$ cat config.mk
export PLATFORM = sky130hd
export DESIGN_NAME = ps2_host_tx_flat
export DESIGN_NICKNAME = d
export VERILOG_FILES = /design/src/rtl/ps2_host_tx_if.sv /design/src/rtl/ps2_host_tx.sv /design/src/flat_wrapper.sv
export SDC_FILE = /design/constraint.sdc
export NUM_CORES = 1
export LEC_CHECK = 0
export ABC_AREA = 1
export CAP_MARGIN = 20
export CORE_AREA = 5 5 107 109
export DETAILED_ROUTE_END_ITERATION = 8
export DIE_AREA = 0 0 112 114
export GPL_ROUTABILITY_DRIVEN = 0
export PLACE_DENSITY = 0.45
export SLEW_MARGIN = 10
export SYNTH_ARGS = -nofsm -noshare
export SYNTH_HDL_FRONTEND = slang
export SYNTH_SLANG_ARGS = --single-unit
$ cat constraint.sdc
create_clock -name clock -period 1.45 [get_ports clock]
set_input_delay 0.435 -clock clock [delete_from_list [all_inputs] [get_ports clock]]
set_output_delay 0.435 -clock clock [all_outputs]
set_load 0.05 [all_outputs]
$ cat src/rtl/ps2_host_tx_if.sv
// Host-side handshake bundle for the PS/2 host transmitter: command request
// plus busy/done/error status.
interface ps2_host_tx_if;
    logic       send;
    logic [7:0] cmd;
    logic       busy;
    logic       done;
    logic       error;

    modport master (output send, output cmd, input busy, input done, input error);
    modport slave  (input send, input cmd, output busy, output done, output error);
endinterface

$ cat src/rtl/ps2_host_tx.sv
// PS/2 host-to-device byte transmitter: inhibit, start, 8 data bits LSB first,
// odd parity, stop, ack. Define PS2_TX_ACK_CHECK_EN to turn a high ack bit into an error.
module ps2_host_tx #(
    parameter int INHIBIT_CYCLES = 5000,
    parameter int TIMEOUT_CYCLES = 750000
) (
    input  logic         clock,
    input  logic         resetn,
    input  logic         ps2_clock_in,
    input  logic         ps2_data_in,
    output logic         ps2_clock_oe,
    output logic         ps2_data_oe,
    ps2_host_tx_if.slave host
);

    localparam int CNT_MAX = (TIMEOUT_CYCLES > INHIBIT_CYCLES) ? TIMEOUT_CYCLES : INHIBIT_CYCLES;
    localparam int CNT_W   = $clog2(CNT_MAX + 1);

    typedef enum logic [2:0] {
        IDLE    = 3'd0,
        INHIBIT = 3'd1,
        DATA    = 3'd2,
        PARITY  = 3'd3,
        STOP    = 3'd4,
        ACK     = 3'd5
    } state_t;

    // Odd parity bit: set when the byte holds an even number of ones.
    function automatic logic odd_parity(input logic [7:0] byte_in);
        return ~(^byte_in);
    endfunction

    state_t             state_r, state_s;
    logic [CNT_W-1:0]   cnt_r, cnt_s;
    logic [2:0]         idx_r, idx_s;
    logic [7:0]         cmd_r, cmd_s;
    logic               parity_r, parity_s;
    logic               clock_oe_r, clock_oe_s;
    logic               data_oe_r, data_oe_s;
    logic               busy_r, busy_s;
    logic               done_r, done_s;
    logic               error_r, error_s;

    logic               clk_meta_r, clk_sync_r, clk_prev_r;
    logic               data_meta_r, data_sync_r;
    logic               fall_s;
    logic               in_xfer_s;
    logic               timeout_s;
    logic               nack_s;

    assign fall_s    = clk_prev_r & ~clk_sync_r;
    assign in_xfer_s = (state_r == DATA) || (state_r == PARITY) ||
                       (state_r == STOP) || (state_r == ACK);
    assign timeout_s = (cnt_r == CNT_W'(TIMEOUT_CYCLES - 1));

    // The data line is synchronized in both builds; only the checked build acts on it.
`ifdef PS2_TX_ACK_CHECK_EN
    assign nack_s = data_sync_r;
`else
    assign nack_s = data_sync_r & 1'b0;
`endif

    // Two-stage synchronizers on both raw lines plus the clock edge history.
    always_ff @(posedge clock) begin
        if (!resetn) begin
            clk_meta_r  <= 1'b1;
            clk_sync_r  <= 1'b1;
            clk_prev_r  <= 1'b1;
            data_meta_r <= 1'b1;
            data_sync_r <= 1'b1;
        end else begin
            clk_meta_r  <= ps2_clock_in;
            clk_sync_r  <= clk_meta_r;
            clk_prev_r  <= clk_sync_r;
            data_meta_r <= ps2_data_in;
            data_sync_r <= data_meta_r;
        end
    end

    // Next-state and next-output logic for the transfer sequencer.
    always_comb begin
        state_s    = state_r;
        cnt_s      = cnt_r;
        idx_s      = idx_r;
        cmd_s      = cmd_r;
        parity_s   = parity_r;
        clock_oe_s = clock_oe_r;
        data_oe_s  = data_oe_r;
        busy_s     = busy_r;
        done_s     = 1'b0;
        error_s    = 1'b0;

        case (state_r)
            IDLE: begin
                clock_oe_s = 1'b0;
                data_oe_s  = 1'b0;
                busy_s     = 1'b0;
                cnt_s      = {CNT_W{1'b0}};
                idx_s      = 3'd0;
                if (host.send) begin
                    cmd_s      = host.cmd;
                    parity_s   = odd_parity(host.cmd);
                    busy_s     = 1'b1;
                    clock_oe_s = 1'b1;
                    state_s    = INHIBIT;
                end else begin
                    state_s    = IDLE;
                end
            end
            INHIBIT: begin
                if (cnt_r == CNT_W'(INHIBIT_CYCLES - 1)) begin
                    clock_oe_s = 1'b0;
                    data_oe_s  = 1'b1;
                    cnt_s      = {CNT_W{1'b0}};
                    idx_s      = 3'd0;
                    state_s    = DATA;
                end else begin
                    cnt_s      = cnt_r + CNT_W'(1);
                end
            end
            DATA: begin
                if (fall_s) begin
                    data_oe_s = ~cmd_r[idx_r];
                    idx_s     = idx_r + 3'd1;
                    state_s   = (idx_r == 3'd7) ? PARITY : DATA;
                end else begin
                    state_s   = DATA;
                end
            end
            PARITY: begin
                if (fall_s) begin
                    data_oe_s = ~parity_r;
                    state_s   = STOP;
                end else begin
                    state_s   = PARITY;
                end
            end
            STOP: begin
                if (fall_s) begin
                    data_oe_s = 1'b0;
                    state_s   = ACK;
                end else begin
                    state_s   = STOP;
                end
            end
            ACK: begin
                if (fall_s) begin
                    done_s    = ~nack_s;
                    error_s   = nack_s;
                    busy_s    = 1'b0;
                    data_oe_s = 1'b0;
                    state_s   = IDLE;
                end else begin
                    state_s   = ACK;
                end
            end
            default: begin
                clock_oe_s = 1'b0;
                data_oe_s  = 1'b0;
                busy_s     = 1'b0;
                state_s    = IDLE;
            end
        endcase

        // Timeout wins over a coincident ack edge so done and error stay exclusive.
        if (in_xfer_s) begin
            if (timeout_s) begin
                done_s     = 1'b0;
                error_s    = 1'b1;
                clock_oe_s = 1'b0;
                data_oe_s  = 1'b0;
                busy_s     = 1'b0;
                cnt_s      = {CNT_W{1'b0}};
                state_s    = IDLE;
            end else begin
                cnt_s      = cnt_r + CNT_W'(1);
            end
        end else begin
            done_s = done_s;
        end
    end

    // State register and registered outputs.
    always_ff @(posedge clock) begin
        if (!resetn) begin
            state_r    <= IDLE;
            cnt_r      <= {CNT_W{1'b0}};
            idx_r      <= 3'd0;
            cmd_r      <= 8'h00;
            parity_r   <= 1'b0;
            clock_oe_r <= 1'b0;
            data_oe_r  <= 1'b0;
            busy_r     <= 1'b0;
            done_r     <= 1'b0;
            error_r    <= 1'b0;
        end else begin
            state_r    <= state_s;
            cnt_r      <= cnt_s;
            idx_r      <= idx_s;
            cmd_r      <= cmd_s;
            parity_r   <= parity_s;
            clock_oe_r <= clock_oe_s;
            data_oe_r  <= data_oe_s;
            busy_r     <= busy_s;
            done_r     <= done_s;
            error_r    <= error_s;
        end
    end

    assign ps2_clock_oe = clock_oe_r;
    assign ps2_data_oe  = data_oe_r;
    assign host.busy    = busy_r;
    assign host.done    = done_r;
    assign host.error   = error_r;

endmodule

$ cat src/flat_wrapper.sv
// flat-port wrapper written by rule: the top's interface ports become plain ports
module ps2_host_tx_flat 
#(
    parameter int INHIBIT_CYCLES = 5000,
    parameter int TIMEOUT_CYCLES = 750000
)
  (clock, resetn, ps2_clock_in, ps2_data_in, ps2_clock_oe, ps2_data_oe, host_send, host_cmd, host_busy, host_done, host_error);
  ps2_host_tx_if host_i ();
  input  logic clock;
  input  logic resetn;
  input  logic ps2_clock_in;
  input  logic ps2_data_in;
  output logic ps2_clock_oe;
  output logic ps2_data_oe;
  input wire logic [$bits(host_i.send)-1:0] host_send;
  input wire logic [$bits(host_i.cmd)-1:0] host_cmd;
  output wire logic [$bits(host_i.busy)-1:0] host_busy;
  output wire logic [$bits(host_i.done)-1:0] host_done;
  output wire logic [$bits(host_i.error)-1:0] host_error;
  assign host_i.send = host_send;
  assign host_i.cmd = host_cmd;
  assign host_busy = host_i.busy;
  assign host_done = host_i.done;
  assign host_error = host_i.error;
  ps2_host_tx #(.INHIBIT_CYCLES(INHIBIT_CYCLES), .TIMEOUT_CYCLES(TIMEOUT_CYCLES)) u_core (.clock(clock), .resetn(resetn), .ps2_clock_in(ps2_clock_in), .ps2_data_in(ps2_data_in), .ps2_clock_oe(ps2_clock_oe), .ps2_data_oe(ps2_data_oe), .host(host_i));
endmodule
**Yosys cells after proc, flatten, opt, wreduce, memory -nomap -nowiden**

Cells that the tools add are included.

- Add/sub/neg operators: 2
- Multipliers: 0
- Div/mod/pow operators: 0
- Magnitude comparators: 1
- Equality and inequality tests: 10
- Shift-type cells: 0
- Multiplexer cells: 40
- Bitwise gates (word level): 5
- Reduce and logical (&&, ||, !) cells: 13

Operators with widths:

| operator | count |
|---|---|
| $mux 20 | 3 |
| $pmux 20 s2 | 1 |
| $mux 3 | 8 |
| $mux 1 | 22 |
| $add 20x1->20 const B | 1 |
| $eq 20x13->1 const B | 1 |
| $eq 20x20->1 const B | 1 |
| $pmux 3 s6 | 1 |
| $eq 3x3->1 const B | 3 |
| $pmux 3 s3 | 1 |
| $reduce_or 4->1 | 2 |
| $reduce_xor 8->1 | 1 |
| $eq 3x2->1 const B | 2 |
| $pmux 1 s3 | 2 |
| $reduce_bool 3->1 | 2 |
| $lt 3x4->1 const B | 1 |
| $ne 2x1->1 const B | 2 |
| $not 1->1 | 4 |
| $pmux 1 s4 | 1 |
| $reduce_and 2->1 | 2 |
| $add 3x1->3 const B | 1 |
| $bmux 1 s3 | 1 |
| $eq 3x1->1 const B | 1 |
| $logic_not 3->1 | 1 |
| other kinds (4) | 6 |

- Flip-flop bits (word level): 43
- Latch bits: 0
- Memory bits (writable): 0
- Memory bits (read-only): 0
- Bits of input ports: 13
- Output and inout bits: 5
- Word-level logic and storage cells: 84
- Memories: 0

**Depth between registers and ports, before layout**

- Word-level depth: 7
- Depth in mapped cells: 11
- Depth with buffers taken out: 11

**Worst setup path after synthesis**

Ideal clock, no wire load.

- Path kind: reg-to-reg
- Start: register u_core.cnt_r[0]
- End: register u_core.cnt_r[13]
- Library setup time: 0.116 ns
- Arrival time: 1.388 ns
- Required time: 1.334 ns
- Path slack: -0.054 ns
- Cell stages (with the launch flop): 12
- Path buffers: 1
- Period minus slack after synthesis: 1.504 ns
- Path through: dfxtp_1 -> ha_1 -> nand2_2 -> inv_2 -> nand2_1 -> nor2_2 -> nand3_2 -> nand2_4 -> nand3_4 -> nand2_4 -> buf_6 -> nor2_1

- Word-level cells in the longest chain between the ends: 4
- Elaborated cells on any way between the ends: 7
- Classes of those cells: add/sub (1); eq/ne (2); mux (4)

Ends and longest elaborated chain:

| item | line | source |
|---|---|---|
| start, declared | ps2_host_tx.sv:34 | `logic [CNT_W-1:0] cnt_r, cnt_s;` |
| start signal, assigned | ps2_host_tx.sv:187 | `cnt_r <= {CNT_W{1'b0}};` |
| start signal, assigned | ps2_host_tx.sv:198 | `cnt_r <= cnt_s;` |
| $add 20x1->20 / $eq 20x13->1 (equally long branches) | ps2_host_tx.sv:118, ps2_host_tx.sv:176, ps2_host_tx.sv:111 |  |
| $mux 20 | ps2_host_tx.sv:111 | `if (cnt_r == CNT_W'(INHIBIT_CYCLES - 1)) begin` |
| $pmux 20 s2 | ps2_host_tx.sv:93 | `case (state_r)` |
| $mux 20 (*) | ps2_host_tx.sv:166 | `if (in_xfer_s) begin` |

Mark *: on every way between the ends. The rest lies on a longest branch, timed or not.
A chain may end at the register's enable or synchronous reset.

**Final worst setup path**

- Start: register u_core.cnt_r[0]
- End: register u_core.cnt_r[1]

The elaborated chain is that of the path after synthesis.

==> flow_summary.json <==
{
  "synth_nets": 416,
  "busiest_layer": "met2",
  "initial_core_util": 0.2415,
  "pwr_density_cell_mw_per_mm2": 719.7,
  "rows": 38,
  "grt.overflow.total": 0,
  "design.core.area_mm2": 0.01051,
  "final_area_mm2": 0.003757,
  "grt_use_met2": 0.1803,
  "rsz0062_at_grt": "true",
  "critical_path.reg2reg.startpoint": "u_core.cnt_r[0]",
  "synth_top_family_by_area": "simple AND/OR/NAND/NOR gates",
  "diodes": 0,
  "clk_path_buf_depth": 2,
  "hold_class": "flop to flop",
  "hold_viol": 0,
  "utilization": 0.3576,
  "max_freq_mhz": 664.1,
  "crit_start": "u_core.cnt_r[0]",
  "fin_ws_ps": -55.91,
  "clockPowerShare": 0.418,
  "period_minus_slack_ps": 1506,
  "drv_slew": 0,
  "p_leak_nw": 1.653,
  "synthXorXnorAreaFrac": 0.05868,
  "avgSynthCellArea_um2": 6.344,
  "layout.nets": 497,
  "pwr-share-seq": 0.459,
  "rrSetupSlack_ps": -60,
  "layout-drive-gt1-share": 0.3008,
  "yosys.area.top_type": "dfxtp_1",
  "tightest_slew_ps": 287.1,
  "synth-simple-area-share": 0.4250,
  "post-route-period-util": 1.039,
  "numPortBuffers": 16,
  "cp_max_fo": 5,
  "cp_slowest_cell": "dfxtp_4",
  "muxShareOfSynthArea": 0,
  "ant_nets": 0,
  "grt_pass1_vias": 2530,
  "drc_errors": 0,
  "synth_area_mm2": 0.002537,
  "dieWidth_um": 112,
  "placed_cells": 606,
  "critPathLaunchType": "flop",
  "clkSinkCount": 43,
  "yosys.area_share.adder": 0.01479,
  "final_cell_mix": "nand2_1, buf_4, nor2_1, inv_1, nand3_1",
  "postPlaceCellArea_mm2": 0.003339,
  "grtUsageMet3": 0.02069,
  "cts_root_buf": "clkbuf_8",
  "die_y_um": 114,
  "arrival_ps": 1710,
  "holdCritStartpoint": "u_core.clk_meta_r",
  "violations": "setup timing",
  "ios": 18,
  "grt_start_max_net_pins": 18,
  "total_power_mw": 2.704,
  "area_delta_synth_final_pct": 48.08,
  "yosysWarnings": 0,
  "switching_share": 0.2387,
  "power_switching_uw": 645.6,
  "synth_area_leaders": "dfxtp_1, nand2_1, nor2_1",
  "dr.first_iter.drc_count": 144,
  "rr_worst_depth": 10,
  "clkLatencyLatePin_ps": 300,
  "via_per_inst": 4.186,
  "first_pass_iters": 4,
  "grt_pass1_wl_mm": 11.72,
  "crit_chain": "ha_4 -> nand2_4 -> nor2_4 -> buf_12 -> nand3_2 -> nand2_2 -> nand3_4 -> buf_4 -> nand2_1 -> inv_1",
  "vias": 2604,
  "skew_ps": 3.336,
  "maxCapViolations": 0,
  "required_ps": 1660,
  "final_cells": 622,
  "whs_path_depth": 1,
  "synthDistinctLibCells": 30,
  "internal_power_mw": 2.059,
  "maxSlewHeadroom": 0.8072,
  "antenna_found_initial": 0,
  "hold_buffers": 0,
  "clk_pin_slew_ps": 80,
  "critical_path_class": "flop to flop",
  "final-setup-viol-count": 13,
  "met1_usage": 0.1515,
  "syn_inst": 400,
  "dpl.hpwl_mm": 5.284,
  "globalRouteTotalUtil": 0.1121,
  "drt_wl_total_mm": 7.030,
  "yosysSeqAreaShare": 0.3393,
  "vdd_drop_max_v": 0.0003842,
  "reg2reg_to": "u_core.cnt_r[1]",
  "yosys.area.top_type_share": 0.3393,
  "cts_buffers": 5,
  "cts_tree": "yes",
  "wl_per_cell_um": 11.30,
  "ys_ff_latch": 43,
  "outcome": "finished, violations left",
  "setup.worst_path.end_class": "flop",
  "synth-compound-area-share": 0.06558,
  "die_area_mm2": 0.01277,
  "combPwrFrac": 0.123,
  "htreeDepth": 2,
  "slowest_delay_ps": 370,
  "final_common_cell": "nand2_1",
  "hold_end": "u_core.clk_sync_r"
}
synth_stat cells:
master	count
buf_6	1
nor4_1	1
inv_2	2
o21ai_0	13
a21oi_1	16
nor3_2	1
nand3b_1	1
nor2_1	70
nand2_1	102
clkbuf_1	2
nor3_1	6
buf_2	4
nor2_4	2
o21a_1	2
nand2_2	3
inv_1	53
ha_1	3
xnor2_1	5
nand3_2	2
xor2_1	12
nand4_1	6
nand2b_1	1
nand3_4	1
and2_1	1
or2_2	2
nand2_4	2
dfxtp_1	43
nand3_1	38
o22ai_1	1
nor2_2	4
metal layers:
metal	wire length, um	vias to the layer above
met3	185	5
met1	3445	1167
met4	93	0
met2	3305	27
met5	0	-
li1	-	1405
power by group through the flow:
stage | sequential, mW | combinational [mW] | clock [mW]
CTS | 1.24 | 0.315 | 1.18
detailed placement | 1.27 | 0.308 | 0
finish | 1.24 | 0.333 | 1.13
global placement | 1.27 | 0.304 | 0
global route | 1.25 | 0.374 | 1.22
floorplan | 1.28 | 0.170 | 0
repair_timing:
action,CTS,global route
endpoints found under the setup margin,17,34
setup buffers,1,6
gates resized for setup,11,54
hold endpoints to repair,0,0
pin swaps,6,22
gates cloned,0,1
state kept, by name, summed over array words and instances, names as in the netlist, 3 cells and up:
register and flops:
u_core.idx_r 3, u_core.state_r 3, u_core.cmd_r 8, u_core.cnt_r 20
metrics by stage:
step	setup WS [ps]	TNS [ps]	hold WS (ps)
final	-55.91	-170.3	424.0
after global routing	-134.4	-1943	445.0
after CTS	-38.08	-283.5	435.4
after detailed placement	-257.5	-3640	414.3
after global placement	-232.0	-2685	402.7
after floorplan	34.46	0	391.7
cells by family after synthesis:
kind of cell             after synthesis
AND/OR/NAND/NOR                      243
flip-flops                            43
adder cells (fa/ha/maj)                3
buffers and inverters                 62
XOR/XNOR                              17
AO/OA/AOI/OAI                         32
critical path, delay by kind of cell (launching register included):
kind                     cells  cell delay (ps)
buffers and inverters        3              340
flip-flops                   1              370
AND/OR/NAND/NOR              6              560
adder cells (fa/ha/maj)      1              140
area by class of cell:
class | count | area [um^2]
Tap cell | 140 | 175.2
Multi-Input combinational cell | 296 | 1629
Timing Repair Buffer | 80 | 730.7
Clock inverter | 2 | 60.06
Fill cell | 1109 | 6750
Clock buffer | 6 | 72.57
Inverter | 55 | 206.4
Sequential cell | 43 | 883.3
worst max path at each step:
stage | end | slack [ps] | cells after the start
final | u_core.cnt_r[1] | -60 | 10
after global placement | u_core.parity_r | -230 | 7
after detailed placement | u_core.parity_r | -260 | 7
after CTS | u_core.ps2_clock_oe | -40 | 10
after floorplan | u_core.cnt_r[13] | 30 | 11
after global routing | u_core.cnt_r[18] | -130 | 10
No activity file was read; power rests on OpenSTA's default activity.
